==> config.mk <==
export PLATFORM = sky130hd
export DESIGN_NAME = wb_arbiter2
export DESIGN_NICKNAME = d
export VERILOG_FILES = /design/src/rtl/wb_arbiter2_pkg.sv /design/src/rtl/wb_arb_timeout.sv /design/src/rtl/wb_arbiter2.sv
export SDC_FILE = /design/constraint.sdc
export NUM_CORES = 1
export LEC_CHECK = 0
export CORE_AREA = 5 5 120 122
export CTS_BUF_LIST = sky130_fd_sc_hd__clkbuf_8
export CTS_CLUSTER_DIAMETER = 60
export CTS_CLUSTER_SIZE = 10
export DETAILED_ROUTE_END_ITERATION = 7
export DIE_AREA = 0 0 125 127
export GPL_TIMING_DRIVEN = 0
export SLEW_MARGIN = 0
export SYNTH_ARGS = -nofsm -noshare
export SYNTH_HDL_FRONTEND = slang
export SYNTH_SLANG_ARGS = --single-unit
==> constraint.sdc <==
create_clock -name clock_main -period 6.8 [get_ports clock_main]
set_clock_uncertainty 0.05 [all_clocks]
set_input_delay 1.36 -clock clock_main [delete_from_list [all_inputs] [get_ports clock_main]]
set_output_delay 1.36 -clock clock_main [all_outputs]
set_load 0.01 [all_outputs]
==> src/rtl/wb_arbiter2_pkg.sv <==
// wb_arbiter2_pkg: shared arbiter state type and default bus timeout
package wb_arbiter2_pkg;
    typedef enum logic [1:0] {
        IDLE  = 2'd0,
        BUS0  = 2'd1,
        BUS1  = 2'd2,
        ABORT = 2'd3
    } wb_arb_state_t;
    localparam int WB_ARB_TIMEOUT_DEFAULT = 255;
endpackage

==> src/rtl/wb_arb_timeout.sv <==
// wb_arb_timeout: saturating stall counter flagging when TIMEOUT is reached (0 disables)
module wb_arb_timeout
    import wb_arbiter2_pkg::*;
#(
    parameter int TIMEOUT = WB_ARB_TIMEOUT_DEFAULT
) (
    input  logic clk,
    input  logic rst,
    input  logic clr,
    input  logic en,
    output logic hit
);
    localparam int CW = TIMEOUT > 0 ? $clog2(TIMEOUT + 1) : 1;
    localparam logic [CW-1:0] MAX = CW'(TIMEOUT);
    logic [CW-1:0] cnt;
    always_ff @(posedge clk) begin
        if (rst || clr) cnt <= '0;
        else if (en && cnt != MAX) cnt <= cnt + CW'(1);
    end
    assign hit = (TIMEOUT != 0) && (cnt == MAX);
endmodule

==> src/rtl/wb_arbiter2.sv <==
// wb_arbiter2: two-master Wishbone classic arbiter, round-robin per cyc envelope with stall timeout
module wb_arbiter2
    import wb_arbiter2_pkg::*;
#(
    parameter int ADDR_W  = 32,
    parameter int DATA_W  = 32,
    parameter int TIMEOUT = WB_ARB_TIMEOUT_DEFAULT
) (
    input  logic                clock_main,
    input  logic                rst,
    input  logic [ADDR_W-1:0]   m0_adr_i,
    input  logic [DATA_W-1:0]   m0_dat_i,
    input  logic [DATA_W/8-1:0] m0_sel_i,
    input  logic                m0_we_i,
    input  logic                m0_stb_i,
    input  logic                m0_cyc_i,
    output logic [DATA_W-1:0]   m0_dat_o,
    output logic                m0_ack_o,
    output logic                m0_err_o,
    input  logic [ADDR_W-1:0]   m1_adr_i,
    input  logic [DATA_W-1:0]   m1_dat_i,
    input  logic [DATA_W/8-1:0] m1_sel_i,
    input  logic                m1_we_i,
    input  logic                m1_stb_i,
    input  logic                m1_cyc_i,
    output logic [DATA_W-1:0]   m1_dat_o,
    output logic                m1_ack_o,
    output logic                m1_err_o,
    output logic [ADDR_W-1:0]   s_adr_o,
    output logic [DATA_W-1:0]   s_dat_o,
    output logic [DATA_W/8-1:0] s_sel_o,
    output logic                s_we_o,
    output logic                s_stb_o,
    output logic                s_cyc_o,
    input  logic [DATA_W-1:0]   s_dat_i,
    input  logic                s_ack_i,
    output logic [1:0]          grant_o,
    output logic                timeout_o
);
    wb_arb_state_t state, state_nx;
    logic last_grant, abort_m, bus0, bus1, hit, tmo;

    assign bus0 = state == BUS0;
    assign bus1 = state == BUS1;

    always_comb begin
        state_nx = state;
        unique case (state)
            IDLE:    state_nx = (m0_cyc_i && m1_cyc_i) ? (last_grant ? BUS0 : BUS1) :
                                m0_cyc_i ? BUS0 : m1_cyc_i ? BUS1 : IDLE;
            BUS0:    state_nx = tmo ? ABORT : m0_cyc_i ? BUS0 : m1_cyc_i ? BUS1 : IDLE;
            BUS1:    state_nx = tmo ? ABORT : m1_cyc_i ? BUS1 : m0_cyc_i ? BUS0 : IDLE;
            default: state_nx = (abort_m ? m1_cyc_i : m0_cyc_i) ? ABORT : IDLE;
        endcase
    end

    // abort_m remembers whose cyc must drop before ABORT may release the bus
    always_ff @(posedge clock_main) begin
        if (rst) begin
            state      <= IDLE;
            last_grant <= 1'b1;
            abort_m    <= 1'b0;
        end else begin
            state      <= state_nx;
            last_grant <= (state_nx != state && (state_nx == BUS0 || state_nx == BUS1)) ?
                          state_nx == BUS1 : last_grant;
            abort_m    <= tmo ? bus1 : abort_m;
        end
    end

    assign s_cyc_o = bus0 ? m0_cyc_i : bus1 ? m1_cyc_i : 1'b0;
    assign s_stb_o = bus0 ? m0_stb_i : bus1 ? m1_stb_i : 1'b0;
    assign s_we_o  = bus0 ? m0_we_i  : bus1 ? m1_we_i  : 1'b0;
    assign s_sel_o = bus0 ? m0_sel_i : bus1 ? m1_sel_i : '0;
    assign s_adr_o = bus0 ? m0_adr_i : bus1 ? m1_adr_i : '0;
    assign s_dat_o = bus0 ? m0_dat_i : bus1 ? m1_dat_i : '0;

    assign m0_dat_o = s_dat_i;
    assign m1_dat_o = s_dat_i;
    assign m0_ack_o = s_ack_i & bus0 & m0_stb_i;
    assign m1_ack_o = s_ack_i & bus1 & m1_stb_i;

    wb_arb_timeout #(.TIMEOUT(TIMEOUT)) u_timeout (
        .clk (clock_main),
        .rst (rst),
        .clr (s_ack_i || !s_stb_o || state_nx != state),
        .en  ((bus0 || bus1) && s_stb_o && !s_ack_i),
        .hit (hit)
    );

    // an ack landing on the limit cycle completes the transfer instead of aborting
    assign tmo       = hit & (bus0 | bus1) & s_stb_o & ~s_ack_i;
    assign m0_err_o  = tmo & bus0;
    assign m1_err_o  = tmo & bus1;
    assign timeout_o = tmo;
    assign grant_o   = {bus1, bus0};
endmodule

==> results of run 1 <==
[cell families after synthesis]
logic type / after synthesis / synth area share, %
buf+inv: 87 / 28.4
simple gates: 56 / 14.6
xor+xnor: 5 / 2.16
flops: 12 / 11.9
mux: 4 / 2.66
compound gates: 84 / 36.5
fa+ha+maj: 6 / 3.71
[how the worst min path moves through the flow]
stage | start | to | slack [ns]
floorplan | abort_m | abort_m | 0.42
global placement | u_timeout.cnt[1] | u_timeout.cnt[1] | 0.44
detailed placement | u_timeout.cnt[1] | u_timeout.cnt[1] | 0.45
CTS | u_timeout.cnt[1] | u_timeout.cnt[1] | 0.46
global route | u_timeout.cnt[1] | u_timeout.cnt[1] | 0.50
finish | u_timeout.cnt[1] | u_timeout.cnt[1] | 0.46
[worst min-delay path, stage by stage (launching register included)]
cell and delay, ns:
dfxtp_1 0.32, o21ai_0 0.08, a21oi_1 0.07
[metrics by stage]
step / std cells / instance area (µm²) / util [%] / worst slack [ns]
after detailed placement: 716 / 5110 / 39.0 / 2.03
final: 721 / 5160 / 39.5 / 2.05
after global placement: 716 / 5110 / 39.0 / 2.05
after CTS: 720 / 5160 / 39.4 / 1.99
after floorplan: 254 / 2020 / - / 3.09
after global routing: 721 / 5160 / 39.5 / 1.81
[metal layers]
layer	up-vias	wire (µm)	global-route usage (%)
met3	10	1570	8.14
met2	146	7130	28.7
met1	1379	6040	20.3
met4	2	102	2.04
met5	-	13	0
li1	1451	-	-
[cell usage after synthesis (2+ instances only)]
master,n
a22o_1,69
buf_4,66
nor2_1,14
dfxtp_1,12
nand2_1,12
clkbuf_1,11
ha_1,6
nand3_1,6
buf_1,5
nor3_1,5
o21ai_0,5
inv_1,4
nor2b_1,4
xnor2_1,4
and3_1,3
nand4_1,3
a21oi_1,2
and2_1,2
mux2i_1,2
nand2b_1,2
[registers in the layout (all words and copies together) (netlist names)]
signal and flops:
last_grant 1, state 2, u_timeout.cnt 8, abort_m 1
[power by group through the flow]
stage / registers [mW] / logic (mW) / clock network, mW
2_1_floorplan: 0.0787 / 0.195 / 0
3_3_place_gp: 0.0797 / 0.482 / 0
3_5_place_dp: 0.0800 / 0.484 / 0
4_1_cts: 0.0785 / 0.490 / 0.0796
5_1_grt: 0.0789 / 0.514 / 0.0833
6_report: 0.0786 / 0.482 / 0.0767
[final cells by class]
type / instances / area, µm² / area share, %
tap: 176 / 220 / 4.26
timing repair buffer: 286 / 2860 / 55.4
inverter: 4 / 15.0 / 0.291
sequential: 12 / 240 / 4.65
clock buffer: 4 / 55.1 / 1.07
antenna: 1 / 2.50 / 0.0485
multi-input combinational: 155 / 1210 / 23.4
buffer: 83 / 561 / 10.9
==> summary.txt, run 1 <==
Floorplan
  • Core ar.: 13100 µm²
  • Ports: 319
  • Die height: 127 µm
  • Row cnt: between 40 and 50
  • Die Area: ~16000 µm²
  • Starting Density: between 15 and 20%
  • Die Wd: around 130 µm

Setup path
  • Worst-case reg-to-reg path depth: 9
  • WP data arrival: ~3.3 ns
  • Buf/Inv on CP: 2
  • Critical path type: in2out
  • Critical R2R Capture: last_grant
  • CP top delay family: buffers and inverters
  • Critical path launch point type: input port
  • Cell repeated most along the worst path: clkdlybuf4s50_1
  • R2r setup slk: approximately 4.0 ns
  • CP max-delay cell: a2111oi_4
  • RR Startpoint: state[1]
  • Levels on crit path: 5
  • Setup crit end: m0_err_o
  • Cells along the critical path: clkdlybuf4s50_1, nand2b_1, a2111oi_4, and2_1, clkdlybuf4s50_1
  • CP peak stage delay: between 0.5 and 0.6 ns
  • Worst-path maximum fanout: 5
  • WP data required: roughly 5.4 ns
  • Critical Path Start: s_ack_i
  • CP Capture Type: output pin

Clocking
  • CTS resizes: 0
  • CTS H-tree depth: 1
  • CTS tree: done
  • Num CTS Buffers: 3
  • Clk sinks: 12
  • Clock latency on the worst-skew pair: 0.24 ns
  • Setup Fix Bufs, Post-CTS: 0
  • Root Buffer Master: clkbuf_8
  • # hold bufs at CTS: 0
  • Max clock buf depth: 2
  • Clock input transition at the sequential cells of the worst setup and hold paths: 0.05 ns

Timing
  • Max-slew violation count: 0
  • Max Clk Rate: about 0.21 GHz
  • Worst-Margin Slew: 0.556 ns
  • Fin Setup TNS: 0 ns
  • Clock period minus worst slack: between 4 and 5 ns
  • Endpoints failing hold: 0
  • Crit share post-route: between 60 and 70%
  • Hold slack: 0.461 ns
  • Max_slew headroom: between 60% and 70%
  • Count of final setup violators: 0
  • RSZ-0062 raised after global routing: false

Logic synthesis
  • Gate Count Post-Synth: 254
  • Main flop type after synthesis: dfxtp_1
  • Post-synth EDFFs: 0
  • Mean Syn Cell Area: 7.97 µm²
  • Top cells by area, synth: a22o_1 30%, buf_4 24%, dfxtp_1 12%
  • Syn. warnings: 0
  • Post-synthesis net count: approximately 440
  • Share of the synthesized area in the top cell type: 29.9%
  • Async S/R FF share, synth: 0%
  • Post-Syn Area: between 2000 and 2500 µm²
  • Synth cell types: 37
  • Yosys reg bits: 12
  • Yosys top cell by area: a22o_1
  • Seq/Total Area, Yosys: around an eighth

Power and ir drop
  • Power density over the cells: between 100 and 150 nW/µm²
  • Sw Ratio: roughly a third
  • Reg power frac: between 10% and 20%
  • Switching pwr: 0.223 mW
  • Clock share of power: 12.0%
  • Max rail drop VDD: 0.115 mV
  • Design Power: 0.637 mW
  • Comb power frac: 75.6%
  • Internal power: between 0.4 and 0.5 mW
  • Leak pwr: roughly 2 nW

GRT
  • Grt total ovfl: 0
  • Number of global-route vias before repair: ~3200
  • Initial antenna violation count: 2
  • Pin count of the biggest net entering global routing: 11
  • Gr usage total: between 10% and 20%
  • Global-route wire length before repair: 20900 µm

Status
  • Outcome: complete, no violations

Detailed routing
  • Total number of vias: 2988
  • DR WL/cell: a little over 20 µm
  • Final wirelength: around 15000 µm
  • Initial DRC Count: around 140
  • Post-route ant nets: 0
  • Drt first pass iters: 4
  • DRC errors left: 0
  • Via density: around 4.1

Placed design
  • Port Buf Inserts: around 290
  • Placer Congestion: about 0.84
  • DP HPWL: between 10000 and 15000 µm

Worst hold path
  • Hold Crit Class: reg2reg
  • Worst hold stages: 2

Final layout
  • Share of cells above drive strength 1: 14.9%
  • Commonest non-fill, non-tap cell in the layout: clkdlybuf4s50_1
  • Nets: 728
  • Fill cells: 1279
  • Area delta synth->final: 155%
  • Commonest non-fill, non-tap cells in the layout: 286 x clkdlybuf4s50_1, 69 x a22o_1, 66 x buf_4

Job
  • Maxcap violations: 0
Note: power is estimated with default switching activity, not from simulation.
==> run 2, diff against run 1 <==
==> constraint.sdc (replaced) <==
create_clock -name clock_main -period 4.2 [get_ports clock_main]
set_clock_uncertainty 0.05 [all_clocks]
set_input_delay 0.84 -clock clock_main [delete_from_list [all_inputs] [get_ports clock_main]]
set_output_delay 0.84 -clock clock_main [all_outputs]
set_load 0.01 [all_outputs]
==> summary.txt, run 2 (synthesized netlist as in run 1, its figures left out) <==
Power and ir drop
  • Design Power: 1.03 mW
  • Power density over the cells: around 200 nW/µm²
  • Internal power: between 0.6 and 0.7 mW
  • Switching pwr: 0.362 mW
  • Clock share of power: 12.0%
  • Max rail drop VDD: approximately 0.19 mV
  • Reg power frac: roughly an eighth
  • Comb power frac: 75.6%
  • Sw Ratio: 35.0%
  • Leak pwr: about 2.0 nW

Final layout
  • Share of cells above drive strength 1: ~15%
  • Fill cells: between 1000 and 1500
  • Multi-input gate area: between 1000 and 1500 µm²
  • Nets: between 700 and 800
  • Max reg flops: 8
  • Commonest non-fill, non-tap cells in the layout: 286 x clkdlybuf4s50_1, 69 x a22o_1, 66 x buf_4
  • Largest registers: u_timeout.cnt: 8 flops, state: 2 flops
  • Non-Filler Cell Area, Final: 5170 µm²
  • Biggest register: u_timeout.cnt
  • Commonest non-fill, non-tap cell in the layout: clkdlybuf4s50_1
  • Final Non-Filler Cells: approximately 720
  • Area delta synth->final: 155%
  • Register area: about 240 µm²

Clocking
  • # hold bufs at CTS: 0
  • CTS H-tree depth: 1
  • Clock input transition at the sequential cells of the worst setup and hold paths: roughly 0.05 ns
  • Setup Fix Bufs, Post-CTS: 0
  • Root Buffer Master: clkbuf_8
  • CTS tree: done
  • Num CTS Buffers: 3
  • Max clock buf depth: 2
  • Clk sinks: 12
  • Clock latency on the worst-skew pair: between 0.2 and 0.25 ns

Floorplan
  • Die height: about 130 µm
  • Ports: between 300 and 400
  • Core ar.: 13100 µm²
  • Starting Density: 15.5%
  • Row cnt: 42
  • Die Wd: about 130 µm
  • Die Area: about 16000 µm²

Worst hold path
  • Hold Startpoint: u_timeout.cnt[1]
  • Hold Crit Class: reg2reg

GRT
  • Initial antenna violation count: 2
  • Global-route wire length before repair: 20900 µm
  • Pin count of the biggest net entering global routing: 11
  • Gr usage total: 17.0%
  • Grt total ovfl: 0
  • Number of global-route vias before repair: between 3000 and 4000

Job
  • Maxcap violations: 0

Detailed routing
  • DRC errors left: 0
  • Via density: just over 4
  • Drt first pass iters: 4
  • Initial DRC Count: 137
  • Final wirelength: between 10000 and 15000 µm
  • Post-route ant nets: 0
  • DR WL/cell: around 21 µm
  • Total number of vias: between 2000 and 3000

Placed design
  • DP HPWL: around 13000 µm
  • Placed cell count: ~720
  • Port Buf Inserts: 286
  • Placed cell areas: 5110 µm²
  • Placer Congestion: between 0.8 and 0.9

Timing
  • Worst-Margin Slew: around 0.52 ns
  • Max_slew headroom: around two thirds
  • Crit share post-route: ~91%
  • Max Clk Rate: 0.260 GHz
  • Max-slew violation count: 0
  • Count of final setup violators: 0
  • Clock period minus worst slack: between 3 and 4 ns
  • Endpoints failing hold: 0
  • RSZ-0062 raised after global routing: false
  • Fin Setup TNS: 0 ns

Setup path
  • WP data required: 3.31 ns
  • Worst-path maximum fanout: 10
  • Critical path type: reg2out
  • Critical Path Start: state[0]
  • Critical path launch point type: register
  • R2r setup slk: around 1.4 ns
  • CP Capture Type: output pin
  • RR Startpoint: state[1]
  • Setup crit end: s_dat_o[23]
  • Worst-case reg-to-reg path depth: 9
  • Critical R2R Capture: last_grant
  • WP data arrival: ~3.0 ns

Status
  • Outcome: complete, no violations
-- run 2: cell count changes in the layout (fill, tap and decap cells not counted) --
| cell | change |
|---|---|
| clkbuf_2 | +1 |
| buf_2 | +1 |
| buf_1 | -1 |
| clkbuf_1 | -1 |
-- run 2: layer usage --
metal / up-vias / global-route usage (%) / part of all wire, %
met4: 2 / 2.04 / 0.69
met5: - / 0 / 0.088
met2: 146 / 28.7 / 48
li1: 1451 / - / -
met3: 10 / 8.14 / 11
met1: 1379 / 20.3 / 41
-- run 2: final cells by class --
| cell class | count | share of cell area [%] |
|---|---|---|
| antenna | 1 | 0.0484 |
| buffer | 83 | 10.9 |
| clock buffer | 4 | 1.07 |
| inverter | 4 | 0.291 |
| multi-input combinational | 155 | 23.4 |
| sequential | 12 | 4.65 |
| tap | 176 | 4.26 |
| timing repair buffer | 286 | 55.4 |
-- run 2: per-stage QoR --
step / worst slack, ns / util (%) / hold WS, ns
after floorplan: 1.46 / - / 0.419
after global routing: 0.111 / 39.5 / 0.497
final: 0.358 / 39.5 / 0.461
after global placement: 0.281 / 39.0 / 0.441
after detailed placement: 0.200 / 39.0 / 0.449
after CTS: 0.107 / 39.5 / 0.458
-- run 2: worst min-delay path by stage --
stage,to,slack [ns],cells after the start
final,u_timeout.cnt[1],0.46,2
after global placement,u_timeout.cnt[1],0.44,2
after detailed placement,u_timeout.cnt[1],0.45,2
after CTS,u_timeout.cnt[1],0.46,2
after floorplan,abort_m,0.42,2
after global routing,u_timeout.cnt[1],0.50,2
-- run 2: power by group through the flow --
stage                     clock [mW]  combinational, mW  sequential [mW]
final                          0.124              0.780            0.127
after global routing           0.135              0.833            0.128
after CTS                      0.129              0.793            0.127
after detailed placement           0              0.784            0.129
after global placement             0              0.781            0.129
after floorplan                    0              0.317            0.127
-- run 2: worst max-delay path, cell delays in order (launching register included) --
cell	delay, ns
dfxtp_1	0.35
inv_1	0.10
ha_1	0.38
nor2b_1	0.18
clkbuf_1	0.32
clkbuf_2	0.32
buf_2	0.30
a22o_1	0.20
clkdlybuf4s50_1	0.56
-- run 2: what timing repair did --
action / in CTS / in global routing
cloned: 0 / 0
pin swaps: 0 / 0
endpoints found under the setup margin: 10 / 8
resized for setup: 1 / 2
==> run 3, diff against run 2 <==
--- a/config.mk
+++ b/config.mk
@@ -5,6 +5,7 @@
 export SDC_FILE = /design/constraint.sdc
 export NUM_CORES = 1
 export LEC_CHECK = 0
+export CAP_MARGIN = 20
 export CORE_AREA = 5 5 120 122
 export CTS_BUF_LIST = sky130_fd_sc_hd__clkbuf_8
 export CTS_CLUSTER_DIAMETER = 60
==> constraint.sdc (replaced) <==
create_clock -name clock_main -period 4.2 [get_ports clock_main]
set_clock_uncertainty 0.05 [all_clocks]
set_input_delay 0.84 -clock clock_main [delete_from_list [all_inputs] [get_ports clock_main]]
set_output_delay 0.84 -clock clock_main [all_outputs]
set_load 0.005 [all_outputs]
==> results of run 3 <==
Same layout as run 2 (identical final DEF). Status: complete, no violations.
Among the figures that moved: setup slack after placement 0.200 ns -> 0.234 ns; setup slack after layout 0.358 ns -> 0.392 ns; total power 1.03 mW -> 0.983 mW; worst IR drop on VDD 0.186 mV -> 0.185 mV
